`src/rtl/oled_spi_receiver_if.sv`:
```
// Pin-level and decoded-output bundle of the PmodOLEDrgb serial sink.
// cmd_valid/pix_valid are single-cycle strobes with no ready: the serial stream cannot stall, so the sink takes every pulse; data fields hold between strobes.
interface oled_spi_receiver_if;
    logic        cs;
    logic        sdin;
    logic        sclk;
    logic        d_cn;
    logic        cmd_valid;
    logic [7:0]  cmd_byte;
    logic        pix_valid;
    logic [6:0]  pix_x;
    logic [5:0]  pix_y;
    logic [12:0] pixel_index;
    logic [15:0] pix_data;
    logic        frame_done;
    logic [2:0]  parser_state;

    modport master (
        output cs, sdin, sclk, d_cn,
        input  cmd_valid, cmd_byte, pix_valid, pix_x, pix_y, pixel_index,
               pix_data, frame_done, parser_state
    );

    modport slave (
        input  cs, sdin, sclk, d_cn,
        output cmd_valid, cmd_byte, pix_valid, pix_x, pix_y, pixel_index,
               pix_data, frame_done, parser_state
    );
endinterface

```
`src/rtl/oled_spi_receiver.sv`:
```
// Oversampling SSD1331-style serial sink: rebuilds bytes from cs/sdin/sclk/d_cn,
// reports command bytes and turns data byte pairs into addressed RGB565 pixel writes.
module oled_spi_receiver #(
    parameter int WIDTH       = 96,
    parameter int HEIGHT      = 64,
    parameter int SYNC_STAGES = 2
) (
    input  logic               clk,
    input  logic               reset_n,
    oled_spi_receiver_if.slave bus
);
    typedef enum logic [2:0] {
        ST_OP    = 3'd0,
        ST_COL_S = 3'd1,
        ST_COL_E = 3'd2,
        ST_ROW_S = 3'd3,
        ST_ROW_E = 3'd4
    } state_t;

    localparam logic [7:0]  COL_MAX   = 8'(WIDTH - 1);
    localparam logic [7:0]  ROW_MAX   = 8'(HEIGHT - 1);
    localparam logic [12:0] ROW_PITCH = 13'(WIDTH);

    logic [SYNC_STAGES-1:0] cs_sync, sdin_sync, sclk_sync, dcn_sync;
    logic                   sclk_prev;
    logic                   cs_s, sdin_s, sclk_s, dcn_s, sclk_rise;

    // cs idles high so a reset never looks like a selected bus
    always_ff @(posedge clk or negedge reset_n) begin
        if (!reset_n) begin
            cs_sync   <= '1;
            sdin_sync <= '0;
            sclk_sync <= '0;
            dcn_sync  <= '0;
            sclk_prev <= 1'b0;
        end else begin
            cs_sync   <= {cs_sync[SYNC_STAGES-2:0], bus.cs};
            sdin_sync <= {sdin_sync[SYNC_STAGES-2:0], bus.sdin};
            sclk_sync <= {sclk_sync[SYNC_STAGES-2:0], bus.sclk};
            dcn_sync  <= {dcn_sync[SYNC_STAGES-2:0], bus.d_cn};
            sclk_prev <= sclk_sync[SYNC_STAGES-1];
        end
    end

    assign cs_s      = cs_sync[SYNC_STAGES-1];
    assign sdin_s    = sdin_sync[SYNC_STAGES-1];
    assign sclk_s    = sclk_sync[SYNC_STAGES-1];
    assign dcn_s     = dcn_sync[SYNC_STAGES-1];
    assign sclk_rise = sclk_s & ~sclk_prev;

    logic [2:0] bit_cnt;
    logic [6:0] shreg;
    logic       byte_v;
    logic       byte_dc;
    logic [7:0] byte_data;

    always_ff @(posedge clk or negedge reset_n) begin
        if (!reset_n) begin
            bit_cnt   <= 3'd0;
            shreg     <= 7'd0;
            byte_v    <= 1'b0;
            byte_dc   <= 1'b0;
            byte_data <= 8'd0;
        end else begin
            byte_v <= 1'b0;
            if (cs_s) begin
                bit_cnt <= 3'd0;
            end else if (sclk_rise) begin
                shreg   <= {shreg[5:0], sdin_s};
                bit_cnt <= bit_cnt + 3'd1;
                if (bit_cnt == 3'd7) begin
                    byte_v    <= 1'b1;
                    byte_data <= {shreg, sdin_s};
                    byte_dc   <= dcn_s;
                end
            end
        end
    end

    state_t state_q, state_d;
    logic   cmd_en, data_en, ld_col_s, ld_col_e, ld_row_s, ld_row_e;

    always_ff @(posedge clk or negedge reset_n) begin
        if (!reset_n) state_q <= ST_OP;
        else          state_q <= state_d;
    end

    always_comb begin
        state_d = state_q;
        if (byte_v) begin
            if (byte_dc) begin
                state_d = ST_OP;
            end else begin
                case (state_q)
                    ST_OP: begin
                        if (byte_data == 8'h15)      state_d = ST_COL_S;
                        else if (byte_data == 8'h75) state_d = ST_ROW_S;
                        else                         state_d = ST_OP;
                    end
                    ST_COL_S: state_d = ST_COL_E;
                    ST_ROW_S: state_d = ST_ROW_E;
                    default:  state_d = ST_OP;
                endcase
            end
        end
    end

    always_comb begin
        cmd_en   = byte_v & ~byte_dc;
        data_en  = byte_v & byte_dc;
        ld_col_s = cmd_en && (state_q == ST_COL_S);
        ld_col_e = cmd_en && (state_q == ST_COL_E);
        ld_row_s = cmd_en && (state_q == ST_ROW_S);
        ld_row_e = cmd_en && (state_q == ST_ROW_E);
    end

    logic [6:0]  col_clamped, col_arg, col_start, col_end, col_end_new, cur_x;
    logic [5:0]  row_clamped, row_arg, row_start, row_end, row_end_new, cur_y;
    logic [7:0]  hi_byte;
    logic        hi_valid;
    logic        cmd_valid_q, pix_valid_q, frame_done_q;
    logic [7:0]  cmd_byte_q;
    logic [6:0]  pix_x_q;
    logic [5:0]  pix_y_q;
    logic [12:0] pixel_index_q;
    logic [15:0] pix_data_q;

    // Arguments saturate to the panel edge; an end below its start collapses to the start
    always_comb begin
        col_clamped = (byte_data > COL_MAX) ? COL_MAX[6:0] : byte_data[6:0];
        row_clamped = (byte_data > ROW_MAX) ? ROW_MAX[5:0] : byte_data[5:0];
        col_end_new = (col_clamped < col_arg) ? col_arg : col_clamped;
        row_end_new = (row_clamped < row_arg) ? row_arg : row_clamped;
    end

    always_ff @(posedge clk or negedge reset_n) begin
        if (!reset_n) begin
            col_arg       <= 7'd0;
            row_arg       <= 6'd0;
            col_start     <= 7'd0;
            col_end       <= COL_MAX[6:0];
            row_start     <= 6'd0;
            row_end       <= ROW_MAX[5:0];
            cur_x         <= 7'd0;
            cur_y         <= 6'd0;
            hi_byte       <= 8'd0;
            hi_valid      <= 1'b0;
            cmd_valid_q   <= 1'b0;
            cmd_byte_q    <= 8'd0;
            pix_valid_q   <= 1'b0;
            pix_x_q       <= 7'd0;
            pix_y_q       <= 6'd0;
            pixel_index_q <= 13'd0;
            pix_data_q    <= 16'd0;
            frame_done_q  <= 1'b0;
        end else begin
            cmd_valid_q  <= 1'b0;
            pix_valid_q  <= 1'b0;
            frame_done_q <= 1'b0;
            if (cmd_en) begin
                cmd_valid_q <= 1'b1;
                cmd_byte_q  <= byte_data;
            end
            if (ld_col_s) col_arg <= col_clamped;
            if (ld_row_s) row_arg <= row_clamped;
            if (ld_col_e) begin
                col_start <= col_arg;
                col_end   <= col_end_new;
                cur_x     <= col_arg;
            end
            if (ld_row_e) begin
                row_start <= row_arg;
                row_end   <= row_end_new;
                cur_y     <= row_arg;
            end
            if (data_en) begin
                if (!hi_valid) begin
                    hi_byte  <= byte_data;
                    hi_valid <= 1'b1;
                end else begin
                    hi_valid      <= 1'b0;
                    pix_valid_q   <= 1'b1;
                    pix_x_q       <= cur_x;
                    pix_y_q       <= cur_y;
                    pixel_index_q <= 13'(cur_y) * ROW_PITCH + 13'(cur_x);
                    pix_data_q    <= {hi_byte, byte_data};
                    if (cur_x == col_end) begin
                        cur_x <= col_start;
                        if (cur_y == row_end) begin
                            cur_y        <= row_start;
                            frame_done_q <= 1'b1;
                        end else begin
                            cur_y <= cur_y + 6'd1;
                        end
                    end else begin
                        cur_x <= cur_x + 7'd1;
                    end
                end
            end
        end
    end

    assign bus.cmd_valid    = cmd_valid_q;
    assign bus.cmd_byte     = cmd_byte_q;
    assign bus.pix_valid    = pix_valid_q;
    assign bus.pix_x        = pix_x_q;
    assign bus.pix_y        = pix_y_q;
    assign bus.pixel_index  = pixel_index_q;
    assign bus.pix_data     = pix_data_q;
    assign bus.frame_done   = frame_done_q;
    assign bus.parser_state = state_q;
endmodule

```
`src/flat_wrapper.sv`:
```
// flat-port wrapper written by rule: the top's interface ports become plain ports
module oled_spi_receiver_flat 
#(
    parameter int WIDTH       = 96,
    parameter int HEIGHT      = 64,
    parameter int SYNC_STAGES = 2
)
  (clk, reset_n, bus_cs, bus_sdin, bus_sclk, bus_d_cn, bus_cmd_valid, bus_cmd_byte, bus_pix_valid, bus_pix_x, bus_pix_y, bus_pixel_index, bus_pix_data, bus_frame_done, bus_parser_state);
  oled_spi_receiver_if bus_i ();
  input  logic clk;
  input  logic reset_n;
  input wire logic [$bits(bus_i.cs)-1:0] bus_cs;
  input wire logic [$bits(bus_i.sdin)-1:0] bus_sdin;
  input wire logic [$bits(bus_i.sclk)-1:0] bus_sclk;
  input wire logic [$bits(bus_i.d_cn)-1:0] bus_d_cn;
  output wire logic [$bits(bus_i.cmd_valid)-1:0] bus_cmd_valid;
  output wire logic [$bits(bus_i.cmd_byte)-1:0] bus_cmd_byte;
  output wire logic [$bits(bus_i.pix_valid)-1:0] bus_pix_valid;
  output wire logic [$bits(bus_i.pix_x)-1:0] bus_pix_x;
  output wire logic [$bits(bus_i.pix_y)-1:0] bus_pix_y;
  output wire logic [$bits(bus_i.pixel_index)-1:0] bus_pixel_index;
  output wire logic [$bits(bus_i.pix_data)-1:0] bus_pix_data;
  output wire logic [$bits(bus_i.frame_done)-1:0] bus_frame_done;
  output wire logic [$bits(bus_i.parser_state)-1:0] bus_parser_state;
  assign bus_i.cs = bus_cs;
  assign bus_i.sdin = bus_sdin;
  assign bus_i.sclk = bus_sclk;
  assign bus_i.d_cn = bus_d_cn;
  assign bus_cmd_valid = bus_i.cmd_valid;
  assign bus_cmd_byte = bus_i.cmd_byte;
  assign bus_pix_valid = bus_i.pix_valid;
  assign bus_pix_x = bus_i.pix_x;
  assign bus_pix_y = bus_i.pix_y;
  assign bus_pixel_index = bus_i.pixel_index;
  assign bus_pix_data = bus_i.pix_data;
  assign bus_frame_done = bus_i.frame_done;
  assign bus_parser_state = bus_i.parser_state;
  oled_spi_receiver #(.WIDTH(WIDTH), .HEIGHT(HEIGHT), .SYNC_STAGES(SYNC_STAGES)) u_core (.clk(clk), .reset_n(reset_n), .bus(bus_i));
endmodule
```
`config.mk`:
```
export PLATFORM = sky130hd
export DESIGN_NAME = oled_spi_receiver_flat
export DESIGN_NICKNAME = d
export VERILOG_FILES = /design/src/rtl/oled_spi_receiver_if.sv /design/src/rtl/oled_spi_receiver.sv /design/src/flat_wrapper.sv
export SDC_FILE = /design/constraint.sdc
export NUM_CORES = 1
export LEC_CHECK = 0
export CORE_MARGIN = 3
export CORE_UTILIZATION = 35
export CTS_BUF_LIST = sky130_fd_sc_hd__clkbuf_16
export DETAILED_ROUTE_END_ITERATION = 10
export SYNTH_ARGS = -nofsm -noshare
export SYNTH_HDL_FRONTEND = slang
export SYNTH_SLANG_ARGS = --single-unit
```
`constraint.sdc`:
```
create_clock -name clk -period 2.78 [get_ports clk]
set_input_delay 0.556 -clock clk [delete_from_list [all_inputs] [get_ports clk]]
set_output_delay 0.556 -clock clk [all_outputs]
set_load 0.01 [all_outputs]
```
==> results.yml <==
cells_and_area:
  final_cells: 939
  n_fill_cell: 1757
  syn_to_final_growth_pct: 21.8
  nets: 728
  n_antenna_cell: 0
  final_cell_area_um2: 8070
  drive_above_1_share: 0.137
drt:
  vias: 4609
  vias_per_cell: 4.91
  wl_per_cell_um: 14.4
  drt_first_pass_iters: 4
  remaining_drc_errors: 0
  first_iter_violations: 262
  drtAntennaViolNets: 0
  finalWirelength_um: 13500
floorplan:
  die_x_um: 144
  core_um2: 18300
  dieArea_um2: 20600
  die_h_um: 144
  rows: 49
  ioPinCount: 62
  initial_core_util: 0.363
grt:
  grt.total_usage: 0.140
  antenna_found_initial: 0
  overflow: 0
  grt_max_degree: 65
  grt_pass1_wl_um: 23100
  grt_pass1_vias: 4750
power_and_ir_drop:
  peakVddDrop_v: 0.000451
  p_leak_uw: 0.00399
  power_uw: 4500
  power_density_nw_per_um2: 558
cts:
  h-tree-depth: 4
  clock_sinks: 141
  cts_made_buffers: 17
  cts_tree: "yes"
  clk_latency_ps: 430
  post-cts-setup-buffer-count: 0
  cts_resized: 0
  cts_root_buffer: "clkbuf_16"
  clk_pin_slew_ps: 60
  clock_path_buffers: 2
  postCtsHoldBufs: 0
critical_path:
  ff2ff_path_depth: 8
  cp-start-kind: "flop"
  cp_max_fo: 16
  r2r-start: "u_core.byte_data[6]$_DFFE_PN0P_"
  r2r_slack_ps: 290
  worst_setup_path_end_kind: "flop"
  crit_type: "reg -> reg"
  critPathArrivalTime_ps: 2810
  required_ps: 3090
  r2r_end: "u_core.col_end[2]$_DFFE_PN1P_"
yosys:
  synth_top_family_by_area: "simple AND/OR/NAND/NOR gates"
  yosysWarnings: 0
  synth-adder-area-share: 0.0495
  synthSimpleGateAreaFrac: 0.154
  syn-cell-area_um2: 6630
  synth_mux_area_frac: 0.0940
  synth_compound_area_frac: 0.0882
  synth.distinct_cells: 56
  synth.avg_cell_area_um2: 10.4
  synth_seq_cells: 141
  syn-num-nets: 670
  synthXorXnorAreaFrac: 0.0397
  syn_inst: 639
  synth_seq_area_share: 0.535
sta:
  period_needed_ps: 2490
  fmax_mhz: 401
  worst_pin_slew_ps: 683
  max_slew_margin: 0.545
  rsz0062_at_grt: "false"
  setup_viol: 0
  final-hold-violation-count: 0
  slew_viol_final: 0
  finalSetupTns_ps: 0
  fin_crit_sh: 0.897
  fin_worst_skew_ps: 12.5
job:
  maxCapViolations: 0
placement:
  dpl.cell_count: 907
  dp_hpwl_um: 9510
  placed_cell_area_um2: 7470
  port_buffers: 61
  place.gp.congestion: 0.801
outcome:
  status: "complete, no violations"
hold_path:
  min_path_type: "in -> async"
-- kinds of logic after synthesis --
| group | after synthesis |
|---|---|
| compound gates | 89 |
| xor+xnor | 30 |
| fa+ha+maj | 25 |
| buf+inv | 61 |
| flops | 141 |
| mux | 59 |
| simple gates | 234 |
-- power breakdown --
| group | total, uW | internal, uW | leakage (uW) | switching [uW] |
|---|---|---|---|---|
| sequential | 2140 | 2110 | 0.00189 | 30.1 |
| clock | 2270 | 1410 | 0.000288 | 865 |
| combinational | 98.6 | 44.9 | 0.00181 | 53.8 |
-- flip-flops by register name (all words and copies together), names as in the netlist, 8 cells and up --
name                    cells
u_core.bus.cmd_byte         8
u_core.bus.pix_data        16
u_core.bus.pixel_index     13
u_core.byte_data            8
u_core.hi_byte              8
-- cells in the final DEF, fill, tap and decap left out, types with 4 or more instances in the layout --
| master | n |
|---|---|
| nand2_1 | 153 |
| dfrtp_1 | 127 |
| clkdlybuf4s50_1 | 60 |
| mux2i_1 | 33 |
| o21ai_0 | 31 |
| mux2_2 | 26 |
| nor2_1 | 25 |
| inv_1 | 24 |
| ha_1 | 23 |
| clkbuf_16 | 17 |
| a21o_1 | 15 |
| xnor2_1 | 15 |
| xor2_1 | 15 |
| a21oi_1 | 14 |
| nand3_1 | 14 |
| dfstp_2 | 14 |
| buf_4 | 12 |
| or3_1 | 8 |
| a211oi_1 | 7 |
| nor3_1 | 7 |
| clkinv_1 | 4 |
| o311ai_0 | 4 |
-- layout make-up --
cell class	count	area, um^2	area share
Timing Repair Buffer	74	722	0.0894
Clock buffer	17	425	0.0527
Inverter	26	97.6	0.0121
Sequential cell	141	3550	0.439
Tap cell	229	287	0.0355
Multi-Input combinational cell	437	2820	0.350
Clock inverter	15	171	0.0212
-- critical path, stage by stage (launching register included) --
cell and delay [ps]:
dfrtp_1 540, a21o_1 310, nor2_1 180, inv_1 70
ha_1 280, and4_1 170, or3_1 400, nor2_1 270
o311ai_0 160
-- per-stage QoR --
stage | hold WS, ps | utilization | setup WS [ps]
4_1_cts | 126 | 0.442 | 311
5_1_grt | 152 | 0.442 | 123
3_3_place_gp | 331 | 0.409 | 420
3_5_place_dp | 337 | 0.409 | 326
2_1_floorplan | 260 | - | 522
6_report | 115 | 0.442 | 286
-- cell usage after synthesis (all sizes together) --
cell type | n | area, um^2
or4b | 1 | 10.0
a22o | 1 | 8.76
or3 | 8 | 50.1
a21oi | 15 | 78.8
nor4b | 1 | 8.76
nand2 | 153 | 574
a41o | 1 | 10.0
clkbuf | 20 | 76.3
nor2 | 27 | 111
o21ai | 34 | 174
and2 | 1 | 6.26
nand3 | 15 | 75.1
o41a | 1 | 11.3
mux2 | 26 | 293
nand4 | 3 | 18.8
nor2b | 1 | 6.26
a211oi | 8 | 65.1
and4 | 1 | 8.76
nand2b | 3 | 18.8
o21ba | 2 | 20.0
fa | 2 | 40.0
and3b | 1 | 8.76
nand4b | 2 | 17.5
buf | 15 | 88.8
dfrtp | 127 | 3180
and3 | 2 | 12.5
nor3b | 2 | 20.0
ha | 23 | 288
xor2 | 15 | 131
nor4 | 3 | 18.8
a31o | 1 | 8.76
a221o | 1 | 10.0
dfstp | 14 | 368
xnor2 | 15 | 131
inv | 24 | 90.1
mux2i | 33 | 330
a31oi | 2 | 12.5
or2 | 3 | 18.8
clkinv | 2 | 7.51
a21o | 15 | 113
o311ai | 6 | 52.6
nor3 | 7 | 35.0
o31ai | 2 | 20.0
-- worst max path at each step --
stage                                          from                                     end  slack (ps)  cells after the start
floorplan                 u_core.cur_y[0]$_DFF_PN0_  u_core.bus.pixel_index[12]$_DFFE_PN0P_         520                      7
global placement    u_core.byte_data[6]$_DFFE_PN0P_           u_core.col_end[2]$_DFFE_PN1P_         420                      8
detailed placement  u_core.byte_data[6]$_DFFE_PN0P_           u_core.col_end[2]$_DFFE_PN1P_         330                      8
CTS                 u_core.byte_data[6]$_DFFE_PN0P_           u_core.col_end[2]$_DFFE_PN1P_         310                      8
global route              u_core.cur_y[0]$_DFF_PN0_  u_core.bus.pixel_index[12]$_DFFE_PN0P_         120                      7
finish              u_core.byte_data[6]$_DFFE_PN0P_           u_core.col_end[2]$_DFFE_PN1P_         290                      8
-- metal layers --
metal / global-route usage / wire (um)
met3: 0.0363 / 525
met4: 0.0520 / 159
met5: 0 / 0
met2: 0.216 / 6140
met1: 0.191 / 6680
(Power assumes the default switching activity.)
